**src/rtl/dram_txn_scheduler_if.sv**
```systemverilog
// AR/AW pass-through handshakes plus the R/B handshakes the scheduler observes.
// "slave" is the scheduler's view; "master" is the surrounding fabric's view.
interface dram_txn_scheduler_if;
  logic slv_ar_valid_i, slv_ar_ready_o, mst_ar_valid_o, mst_ar_ready_i;
  logic slv_aw_valid_i, slv_aw_ready_o, mst_aw_valid_o, mst_aw_ready_i;
  logic r_valid_i, r_ready_i, r_last_i;
  logic b_valid_i, b_ready_i;

  modport slave (
    input  slv_ar_valid_i, mst_ar_ready_i, slv_aw_valid_i, mst_aw_ready_i,
    input  r_valid_i, r_ready_i, r_last_i, b_valid_i, b_ready_i,
    output slv_ar_ready_o, mst_ar_valid_o, slv_aw_ready_o, mst_aw_valid_o
  );

  modport master (
    output slv_ar_valid_i, mst_ar_ready_i, slv_aw_valid_i, mst_aw_ready_i,
    output r_valid_i, r_ready_i, r_last_i, b_valid_i, b_ready_i,
    input  slv_ar_ready_o, mst_ar_valid_o, slv_aw_ready_o, mst_aw_valid_o
  );
endinterface

```
**src/rtl/dram_txn_scheduler.sv**
```systemverilog
// DRAM address-channel scheduler: calibration gate, outstanding caps,
// direction batching with a quota, and a drain/quiesce handshake.
module dram_txn_scheduler #(
  parameter  int unsigned MaxReads  = 8,
  parameter  int unsigned MaxWrites = 8,
  parameter  int unsigned DirQuota  = 4,
  localparam int unsigned CntWidth  =
    $clog2(((MaxReads > MaxWrites) ? MaxReads : MaxWrites) + 1)
) (
  input  logic                     clk_i,
  input  logic                     rst_ni,
  input  logic                     calib_done_i,
  input  logic                     drain_req_i,
  output logic                     drain_ack_o,
  dram_txn_scheduler_if.slave      bus,
  output logic [CntWidth-1:0]      rd_outstanding_o,
  output logic [CntWidth-1:0]      wr_outstanding_o
);
  localparam int unsigned StrkWidth = $clog2(DirQuota + 1);

  localparam logic [1:0] S_INIT    = 2'd0;
  localparam logic [1:0] S_RUN     = 2'd1;
  localparam logic [1:0] S_DRAIN   = 2'd2;
  localparam logic [1:0] S_DRAINED = 2'd3;

  localparam logic DIR_RD = 1'b0;
  localparam logic DIR_WR = 1'b1;

  logic [1:0]           r_state, w_state_nxt;
  logic [CntWidth-1:0]  r_rd_cnt, r_wr_cnt;
  logic                 r_dir;
  logic [StrkWidth-1:0] r_streak;
  logic                 r_lock, r_lock_dir, r_drain_ack;

  logic w_rd_ok, w_wr_ok, w_gnt_rd, w_gnt_wr;
  logic w_ar_hs, w_aw_hs, w_r_done, w_b_done;

  assign w_rd_ok = (r_state == S_RUN) && bus.slv_ar_valid_i && (32'(r_rd_cnt) < MaxReads);
  assign w_wr_ok = (r_state == S_RUN) && bus.slv_aw_valid_i && (32'(r_wr_cnt) < MaxWrites);

  // A locked direction always wins so a presented master valid never drops.
  always_comb begin
    w_gnt_rd = 1'b0;
    w_gnt_wr = 1'b0;
    if (rst_ni) begin
      if (r_lock) begin
        w_gnt_rd = (r_lock_dir == DIR_RD);
        w_gnt_wr = (r_lock_dir == DIR_WR);
      end else if (w_rd_ok && w_wr_ok) begin
        if (32'(r_streak) < DirQuota) w_gnt_rd = (r_dir == DIR_RD);
        else                          w_gnt_rd = (r_dir == DIR_WR);
        w_gnt_wr = !w_gnt_rd;
      end else begin
        w_gnt_rd = w_rd_ok;
        w_gnt_wr = w_wr_ok;
      end
    end
  end

  assign bus.mst_ar_valid_o = bus.slv_ar_valid_i & w_gnt_rd;
  assign bus.slv_ar_ready_o = bus.mst_ar_ready_i & w_gnt_rd;
  assign bus.mst_aw_valid_o = bus.slv_aw_valid_i & w_gnt_wr;
  assign bus.slv_aw_ready_o = bus.mst_aw_ready_i & w_gnt_wr;

  assign w_ar_hs  = w_gnt_rd & bus.slv_ar_valid_i & bus.mst_ar_ready_i;
  assign w_aw_hs  = w_gnt_wr & bus.slv_aw_valid_i & bus.mst_aw_ready_i;
  assign w_r_done = bus.r_valid_i & bus.r_ready_i & bus.r_last_i;
  assign w_b_done = bus.b_valid_i & bus.b_ready_i;

  always_comb begin
    w_state_nxt = r_state;
    case (r_state)
      S_INIT:    if (calib_done_i) w_state_nxt = S_RUN;
      S_RUN:     if (drain_req_i)  w_state_nxt = S_DRAIN;
      S_DRAIN:   if (!r_lock && (r_rd_cnt == '0) && (r_wr_cnt == '0)) w_state_nxt = S_DRAINED;
      S_DRAINED: if (!drain_req_i) w_state_nxt = S_RUN;
      default:   w_state_nxt = S_INIT;
    endcase
  end

  always_ff @(posedge clk_i) begin
    if (!rst_ni) begin
      r_state     <= S_INIT;
      r_rd_cnt    <= '0;
      r_wr_cnt    <= '0;
      r_dir       <= DIR_RD;
      r_streak    <= '0;
      r_lock      <= 1'b0;
      r_lock_dir  <= DIR_RD;
      r_drain_ack <= 1'b0;
    end else begin
      r_state     <= w_state_nxt;
      r_drain_ack <= (w_state_nxt == S_DRAINED);

      if (w_ar_hs && !w_r_done)
        r_rd_cnt <= r_rd_cnt + CntWidth'(1);
      else if (!w_ar_hs && w_r_done && (r_rd_cnt != '0))
        r_rd_cnt <= r_rd_cnt - CntWidth'(1);

      if (w_aw_hs && !w_b_done)
        r_wr_cnt <= r_wr_cnt + CntWidth'(1);
      else if (!w_aw_hs && w_b_done && (r_wr_cnt != '0))
        r_wr_cnt <= r_wr_cnt - CntWidth'(1);

      if (w_ar_hs || w_aw_hs) begin
        r_lock <= 1'b0;
      end else if (w_gnt_rd && bus.slv_ar_valid_i) begin
        r_lock     <= 1'b1;
        r_lock_dir <= DIR_RD;
      end else if (w_gnt_wr && bus.slv_aw_valid_i) begin
        r_lock     <= 1'b1;
        r_lock_dir <= DIR_WR;
      end

      // Streak saturates at the quota; a handshake the other way restarts it.
      if (w_ar_hs) begin
        if (r_dir == DIR_RD) begin
          if (32'(r_streak) < DirQuota) r_streak <= r_streak + StrkWidth'(1);
        end else begin
          r_dir    <= DIR_RD;
          r_streak <= StrkWidth'(1);
        end
      end else if (w_aw_hs) begin
        if (r_dir == DIR_WR) begin
          if (32'(r_streak) < DirQuota) r_streak <= r_streak + StrkWidth'(1);
        end else begin
          r_dir    <= DIR_WR;
          r_streak <= StrkWidth'(1);
        end
      end
    end
  end

  always_ff @(posedge clk_i) begin
    if (rst_ni) begin
      assert (!(w_r_done && (r_rd_cnt == '0))) else $error("read completion with no read outstanding");
      assert (!(w_b_done && (r_wr_cnt == '0))) else $error("write response with no write outstanding");
      assert (!(w_ar_hs && !w_r_done && (32'(r_rd_cnt) >= MaxReads))) else $error("read count overflow");
      assert (!(w_aw_hs && !w_b_done && (32'(r_wr_cnt) >= MaxWrites))) else $error("write count overflow");
    end
  end

  assign drain_ack_o      = r_drain_ack;
  assign rd_outstanding_o = r_rd_cnt;
  assign wr_outstanding_o = r_wr_cnt;
endmodule

```
**src/flat_wrapper.sv**
```systemverilog
// flat-port wrapper written by rule: the top's interface ports become plain ports
module dram_txn_scheduler_flat 
#(
  parameter  int unsigned MaxReads  = 8,
  parameter  int unsigned MaxWrites = 8,
  parameter  int unsigned DirQuota  = 4,
  localparam int unsigned CntWidth  =
    $clog2(((MaxReads > MaxWrites) ? MaxReads : MaxWrites) + 1)
)
  (clk_i, rst_ni, calib_done_i, drain_req_i, drain_ack_o, rd_outstanding_o, wr_outstanding_o, bus_slv_ar_valid_i, bus_mst_ar_ready_i, bus_slv_aw_valid_i, bus_mst_aw_ready_i, bus_r_valid_i, bus_r_ready_i, bus_r_last_i, bus_b_valid_i, bus_b_ready_i, bus_slv_ar_ready_o, bus_mst_ar_valid_o, bus_slv_aw_ready_o, bus_mst_aw_valid_o);
  dram_txn_scheduler_if bus_i ();
  input  logic clk_i;
  input  logic rst_ni;
  input  logic calib_done_i;
  input  logic drain_req_i;
  output logic drain_ack_o;
  output logic [CntWidth-1:0] rd_outstanding_o;
  output logic [CntWidth-1:0] wr_outstanding_o;
  input wire logic [$bits(bus_i.slv_ar_valid_i)-1:0] bus_slv_ar_valid_i;
  input wire logic [$bits(bus_i.mst_ar_ready_i)-1:0] bus_mst_ar_ready_i;
  input wire logic [$bits(bus_i.slv_aw_valid_i)-1:0] bus_slv_aw_valid_i;
  input wire logic [$bits(bus_i.mst_aw_ready_i)-1:0] bus_mst_aw_ready_i;
  input wire logic [$bits(bus_i.r_valid_i)-1:0] bus_r_valid_i;
  input wire logic [$bits(bus_i.r_ready_i)-1:0] bus_r_ready_i;
  input wire logic [$bits(bus_i.r_last_i)-1:0] bus_r_last_i;
  input wire logic [$bits(bus_i.b_valid_i)-1:0] bus_b_valid_i;
  input wire logic [$bits(bus_i.b_ready_i)-1:0] bus_b_ready_i;
  output wire logic [$bits(bus_i.slv_ar_ready_o)-1:0] bus_slv_ar_ready_o;
  output wire logic [$bits(bus_i.mst_ar_valid_o)-1:0] bus_mst_ar_valid_o;
  output wire logic [$bits(bus_i.slv_aw_ready_o)-1:0] bus_slv_aw_ready_o;
  output wire logic [$bits(bus_i.mst_aw_valid_o)-1:0] bus_mst_aw_valid_o;
  assign bus_i.slv_ar_valid_i = bus_slv_ar_valid_i;
  assign bus_i.mst_ar_ready_i = bus_mst_ar_ready_i;
  assign bus_i.slv_aw_valid_i = bus_slv_aw_valid_i;
  assign bus_i.mst_aw_ready_i = bus_mst_aw_ready_i;
  assign bus_i.r_valid_i = bus_r_valid_i;
  assign bus_i.r_ready_i = bus_r_ready_i;
  assign bus_i.r_last_i = bus_r_last_i;
  assign bus_i.b_valid_i = bus_b_valid_i;
  assign bus_i.b_ready_i = bus_b_ready_i;
  assign bus_slv_ar_ready_o = bus_i.slv_ar_ready_o;
  assign bus_mst_ar_valid_o = bus_i.mst_ar_valid_o;
  assign bus_slv_aw_ready_o = bus_i.slv_aw_ready_o;
  assign bus_mst_aw_valid_o = bus_i.mst_aw_valid_o;
  dram_txn_scheduler #(.MaxReads(MaxReads), .MaxWrites(MaxWrites), .DirQuota(DirQuota)) u_core (.clk_i(clk_i), .rst_ni(rst_ni), .calib_done_i(calib_done_i), .drain_req_i(drain_req_i), .drain_ack_o(drain_ack_o), .bus(bus_i), .rd_outstanding_o(rd_outstanding_o), .wr_outstanding_o(wr_outstanding_o));
endmodule
```
**config.mk**
```make
export PLATFORM = sky130hd
export DESIGN_NAME = dram_txn_scheduler_flat
export DESIGN_NICKNAME = d
export VERILOG_FILES = /design/src/rtl/dram_txn_scheduler_if.sv /design/src/rtl/dram_txn_scheduler.sv /design/src/flat_wrapper.sv
export SDC_FILE = /design/constraint.sdc
export NUM_CORES = 1
export LEC_CHECK = 0
export BUFFER_PORTS_ARGS = -buffer_cell sky130_fd_sc_hd__buf_2
export CAP_MARGIN = 20
export CORE_UTILIZATION = 30
export CTS_CLUSTER_DIAMETER = 60
export CTS_CLUSTER_SIZE = 30
export DETAILED_ROUTE_END_ITERATION = 16
export SKIP_CTS_REPAIR_TIMING = 1
export SLEW_MARGIN = 10
export SYNTH_ARGS = -nofsm -noshare
export SYNTH_HDL_FRONTEND = slang
export SYNTH_SLANG_ARGS = --single-unit
export TNS_END_PERCENT = 1
```
**constraint.sdc**
```tcl
create_clock -name clk_i -period 3.1 [get_ports clk_i]
set_clock_uncertainty 0.1 [all_clocks]
set_input_delay 0.31 -clock clk_i [delete_from_list [all_inputs] [get_ports clk_i]]
set_output_delay 0.31 -clock clk_i [all_outputs]
set_load 0.02 [all_outputs]
```
==> flow_metrics.env, run 1 <==
export IMPL_syn_num_nets=136
export IMPL_crit_path_end_kind="flip-flop"
export IMPL_p_leak_nw=0.560
export IMPL_insertion_delay_ns=0.29
export IMPL_synth_edf_count=0
export IMPL_slowest_stage="dfxtp_1"
export IMPL_syn_area_per_cell_um2=9.01
export IMPL_ir_drop_mv=0.237
export IMPL_endpoint="u_core.wr_outstanding_o[3]"
export IMPL_grt_max_degree=17
export IMPL_synth_seq_area_share_pct=32.6
export IMPL_cts_buffer_depth=2
export IMPL_grt_pass1_wl_mm=3.66
export IMPL_cts_clk_slew_worst_paths_ns=0.09
export IMPL_die_height_um=61.0
export IMPL_stdcell_count=189
export IMPL_worst_pin_slew_ns=0.519
export IMPL_grt_pass1_vias=842
export IMPL_drtIter0Drc=61
export IMPL_worstReg2RegStart="u_core.r_state[0]"
export IMPL_drc=0
export IMPL_layout_min_cycle_time_ns=2.67
export IMPL_clockRootBuffer="clkbuf_4"
export IMPL_ff2ff_path_depth=9
export IMPL_hold_class="input pin to flip-flop"
export IMPL_critPathLaunch="u_core.r_state[0]"
export IMPL_grtUsageTotal_pct=13.2
export IMPL_crit_type="flip-flop to flip-flop"
export IMPL_setup_tns_final_ns=0
export IMPL_synth_async_reset_ratio_pct=0
export IMPL_drt_wl_total_mm=2.29
export IMPL_power_w=0.000564
export IMPL_place_gp_congestion=0.711
export IMPL_final_setup_viol_count=0
export IMPL_required_ns=3.21
export IMPL_r2r_end="u_core.wr_outstanding_o[3]"
export IMPL_core_area_um2=3340
export IMPL_max_clock_freq_mhz=375
export IMPL_start_kind="flip-flop"
export IMPL_antenna_cells=0
export IMPL_syn_inst=116
export IMPL_cts_made_buffers=3
export IMPL_hold_viol_final=0
export IMPL_worstHoldStart="drain_req_i"
export IMPL_clock_sinks=17
export IMPL_yosysWarnings=0
export IMPL_rows=21
export IMPL_dp_hpwl_mm=1.78
export IMPL_drv_slew=0
export IMPL_dp_cells=185
export IMPL_first_pass_iters=4
export IMPL_grt_ovfl_total=0
export IMPL_vias_per_cell=4.91
export IMPL_timing_hold_ws_ns=0.197
export IMPL_antenna_found_initial=0
export IMPL_worstPathCellList="and4bb_2 -> o2bb2ai_1 -> nor3_4 -> nand2_1 -> ha_1 -> a21o_1 -> a21oi_1 -> mux2i_1 -> mux2i_1"
export IMPL_timing_slew_headroom_pct=65.1
export IMPL_power_density_nw_per_um2=452
export IMPL_io_buffers=25
export IMPL_ant_nets=0
export IMPL_syn2layout_area_growth_pct=19.3
export IMPL_initial_core_util_pct=31.3
export IMPL_die_area_um2=3720
export IMPL_crit_fanout=7
export IMPL_cap_violations=0
export IMPL_fill_cells=347
export IMPL_synth_ff_type="dfxtp_1"
export IMPL_worst_path_largest_cell_delay_ns=0.43
export IMPL_netlist_area_um2=1040
export IMPL_die_w_um=61.0
export IMPL_wl_per_cell_um=12.1
export IMPL_crit_top_cell="mux2i_1"
export IMPL_regToRegSetupSlack_ns=0.43
export IMPL_nets=164
export IMPL_min_period_over_period_pct=86.1
export IMPL_synth_cell_types=34
export IMPL_htreeDepth=1
export IMPL_ioPinCount=26
export IMPL_status="finished, final reports clean"
export IMPL_cp_arrival_ns=2.78
export IMPL_drive_above_1_share_pct=25.9
export IMPL_rsz0062_at_grt="no"
export IMPL_cts_tree="built"
export IMPL_ys_ff_latch=17
export IMPL_vias=928
-- cells in the mapped netlist (3+ instances only) --
library cell  instances  area, um2
nand2b_1              5       31.3
dfxtp_1              17        340
nor2_1               12       45.0
nand3_1               4       20.0
nor2b_1               3       18.8
nand2_1              10       37.5
a21o_1                3       22.5
ha_1                  5       62.6
nor3_1                3       15.0
a21oi_1               8       40.0
o21ai_0               5       25.0
nor4_1                3       18.8
mux2i_1               5       50.1
and2_1                3       18.8
xor2_1                4       35.0
-- worst max-delay path: cells and delay by family, from the launching register on --
kind                       cells  cell delay [ns]
adders and majority gates      1             0.31
DFF                            1             0.43
and+or+nand+nor                3             0.82
AOI/OAI and AO/OA              3             0.47
muxes                          2             0.45
-- registers in the layout, summed over array words and instances, names as in the netlist --
register and cells:
u_core.r_streak 3, u_core.drain_ack_o 1, u_core.r_dir 1, u_core.rd_outstanding_o 4, u_core.r_lock_dir 1, u_core.r_state 2, u_core.r_lock 1, u_core.wr_outstanding_o 4
-- per-stage QoR --
stage | setup WS (ns) | util, % | instance area (um2)
after global placement | 0.511 | 36.6 | 1220
after floorplan | 0.663 | - | 1040
after global routing | 0.217 | 37.3 | 1250
final | 0.430 | 37.3 | 1250
after CTS | 0.411 | 37.3 | 1250
after detailed placement | 0.443 | 36.6 | 1220
-- placed cells by master (no fill, tap or decap), drive strengths merged, types with 4 or more instances in the layout --
master | netlist | routed
a21oi | 8 | 8
nand3 | 4 | 4
dfxtp | 17 | 17
ha | 5 | 5
nor3 | 4 | 4
mux2i | 7 | 7
nor2 | 12 | 12
o21ai | 6 | 6
clkbuf | 2 | 4
nand2b | 5 | 5
buf | 0 | 25
xor2 | 4 | 4
nand2 | 10 | 10
-- worst min path at each step --
stage,end,slack (ns),cells after the start
2_1_floorplan,u_core.r_lock_dir,0.36,2
3_3_place_gp,u_core.r_streak[0],0.38,1
3_5_place_dp,u_core.r_lock_dir,0.39,2
4_1_cts,u_core.r_state[1],0.20,3
5_1_grt,u_core.r_lock_dir,0.20,3
6_report,u_core.r_state[1],0.20,3
-- metal layers --
layer  vias to the layer above  share of wire [%]  global-route usage (%)
met4                         0               0.35                   0.974
met2                        19                 47                    24.0
met1                       440                 49                    16.2
met5                         -                  0                       0
li1                        467                  -                       -
met3                         2                3.5                    3.78
-- cell families (layout without fill, tap and decap cells) --
group / Yosys count / in the layout / share of synthesized area [%]
compound gates: 24 / 24 / 15.7
xor+xnor: 6 / 6 / 5.03
fa+ha+maj: 7 / 7 / 9.82
buf+inv: 4 / 31 / 1.44
flops: 17 / 17 / 32.6
mux: 9 / 9 / 9.58
simple gates: 49 / 49 / 25.9
-- power breakdown --
group          leakage, nW  switching [W]  internal [W]
Clock               0.0150      0.0000688     0.0000499
Sequential           0.138      0.0000253      0.000237
Combinational        0.407       0.000101     0.0000814
Total                0.560       0.000195      0.000369
-- area by class of cell --
class | instances | area (um2) | area share [%]
Multi-Input combinational cell | 95 | 689 | 55.3
Clock buffer | 4 | 26.3 | 2.11
Tap cell | 46 | 57.6 | 4.62
Inverter | 2 | 7.51 | 0.602
Sequential cell | 17 | 340 | 27.3
Timing Repair Buffer | 25 | 125 | 10.0
Power figures use the tool's default switching activity.
==> run 2: changes to the inputs <==
==> constraint.sdc (replaced) <==
create_clock -name clk_i -period 2.8 [get_ports clk_i]
set_clock_uncertainty 0.1 [all_clocks]
set_input_delay 0.28 -clock clk_i [delete_from_list [all_inputs] [get_ports clk_i]]
set_output_delay 0.28 -clock clk_i [all_outputs]
set_load 0.02 [all_outputs]
==> run 2 against run 1 <==
Against the previous run: register-to-register slack got worse by 0.19 ns; clock-buffer cell count did not move; critical path type unchanged; combinational power rose by 9.9%; final cell count rose by 0.53%; non-clock buffer count rose by 1; first-iteration DRC count fell by 48%; largest power group unchanged; utilization rose by 0.23 points; global-route usage rose by 0.63 points; maximum frequency rose by 4.1%; routed wire length fell by 5.0%; critical endpoint unchanged.
==> flow_metrics.env, run 2 (synthesis results as in run 1) <==
export IMPL_cts_made_buffers=3
export IMPL_required_ns=2.94
export IMPL_drtIter0Drc=32
export IMPL_vias_per_cell=4.79
export IMPL_crit_path_end_kind="flip-flop"
export IMPL_first_pass_iters=2
export IMPL_ant_nets=0
export IMPL_dp_cells=186
export IMPL_final_common_cell="buf_2"
export IMPL_cts_buffer_depth=2
export IMPL_seqPwrFrac_pct=46.6
export IMPL_drv_slew=0
export IMPL_power_density_nw_per_um2=499
export IMPL_place_gp_congestion=0.720
export IMPL_max_clock_freq_mhz=390
export IMPL_power_w=0.000626
export IMPL_rsz0062_at_grt="no"
export IMPL_cts_clk_slew_worst_paths_ns=0.11
export IMPL_cts_tree="built"
export IMPL_cap_violations=0
export IMPL_dp_hpwl_mm=1.71
export IMPL_drc=0
export IMPL_die_w_um=61.0
export IMPL_final_setup_viol_count=0
export IMPL_ff2ff_path_depth=9
export IMPL_wl_per_cell_um=11.4
export IMPL_ir_drop_mv=0.219
export IMPL_start_kind="flip-flop"
export IMPL_insertion_delay_ns=0.30
export IMPL_hold_class="input pin to flip-flop"
export IMPL_io_buffers=25
export IMPL_drt_wl_total_mm=2.17
export IMPL_fill_cells=358
export IMPL_grt_pass1_wl_mm=3.80
export IMPL_worstPathCellList="and4bb_2 -> o2bb2ai_1 -> nor3_4 -> nand2_1 -> ha_1 -> a21o_1 -> a21oi_1 -> mux2i_1 -> mux2i_1"
export IMPL_nets=165
export IMPL_hold_viol_final=0
export IMPL_pwr_share_comb_pct=31.9
export IMPL_multi_input_area_um2=689
export IMPL_crit_fanout=7
export IMPL_min_period_over_period_pct=91.6
export IMPL_vias=911
export IMPL_slowest_stage="dfxtp_1"
export IMPL_drive_above_1_share_pct=26.4
export IMPL_crit_type="flip-flop to flip-flop"
export IMPL_clockRootBuffer="clkbuf_4"
export IMPL_core_area_um2=3340
export IMPL_htreeDepth=1
export IMPL_antenna_cells=0
export IMPL_worst_pin_slew_ns=0.506
export IMPL_timing_slew_headroom_pct=66.2
export IMPL_clkPwrFrac_pct=21.4
export IMPL_crit_top_cell="mux2i_1"
export IMPL_rows=21
export IMPL_fin_area_um2=1250
export IMPL_clock_sinks=17
export IMPL_layout_min_cycle_time_ns=2.56
export IMPL_netSwitchingPower_w=0.000217
export IMPL_mostFrequentLayoutCells="buf_2, dfxtp_1, nor2_1"
export IMPL_initial_core_util_pct=31.3
export IMPL_ff_latch_area_um2=340
export IMPL_regToRegSetupSlack_ns=0.24
export IMPL_grt_pass1_vias=902
export IMPL_swShare_pct=34.7
export IMPL_ioPinCount=26
export IMPL_setup_tns_final_ns=0
export IMPL_grtUsageTotal_pct=13.8
export IMPL_die_height_um=61.0
export IMPL_cp_arrival_ns=2.70
export IMPL_dpl_cell_area_um2=1230
export IMPL_grt_max_degree=17
export IMPL_p_int_w=0.000409
export IMPL_die_area_um2=3720
export IMPL_antenna_found_initial=0
export IMPL_hold_depth=3
export IMPL_grt_ovfl_total=0
export IMPL_worst_path_largest_cell_delay_ns=0.44
export IMPL_status="finished, final reports clean"
export IMPL_syn2layout_area_growth_pct=20.0
export IMPL_stdcell_count=190
export IMPL_p_leak_nw=0.565
[run 2: cell count changes in the layout (fill, tap and decap cells not counted), sizes merged]
cell	before	now
buf	25	26
[run 2: metrics by stage]
stage	setup slack (ns)	hold slack, ns	util (%)
finish	0.236	0.151	37.6
global placement	0.343	0.368	36.8
detailed placement	0.180	0.375	36.8
floorplan	0.363	0.327	-
CTS	0.150	0.147	37.6
global route	0.0448	0.162	37.6
[run 2: worst max-delay path: cells and delay by family, from the launching register on]
family / cells / cell delay (ns)
compound gates: 3 / 0.49
flops: 1 / 0.44
fa+ha+maj: 1 / 0.32
mux: 2 / 0.43
simple gates: 3 / 0.73
[run 2: cell type report]
| type | instances | area share (%) |
|---|---|---|
| multi-input cells | 95 | 55.0 |
| flip-flops and latches | 17 | 27.1 |
| repair buffers | 26 | 10.6 |
| well taps | 46 | 4.59 |
| clock buffers | 4 | 2.10 |
| inverters | 2 | 0.599 |
[run 2: per-layer routing]
layer,wire length (um),global-route usage (%),up-vias
met3,94,4.41,0
met2,1040,25.0,21
li1,-,-,473
met5,0,0,-
met4,0,0.974,0
met1,1030,16.9,417
[run 2: path summary, 6_finish.rpt]
check | from | endpoint
hold reg to reg | u_core.r_lock_dir | u_core.r_lock_dir
setup reg to reg | u_core.r_state[0] | u_core.wr_outstanding_o[3]
setup / recovery | u_core.r_state[0] | u_core.wr_outstanding_o[3]
hold / removal | drain_req_i | u_core.r_state[1]
[run 2: power groups by stage]
stage	logic [W]	registers [W]	clock network (W)
after floorplan	0.000133	0.000309	0
after global placement	0.000196	0.000296	0
after detailed placement	0.000201	0.000298	0
after CTS	0.000202	0.000292	0.000142
after global routing	0.000228	0.000297	0.000153
final	0.000200	0.000292	0.000134
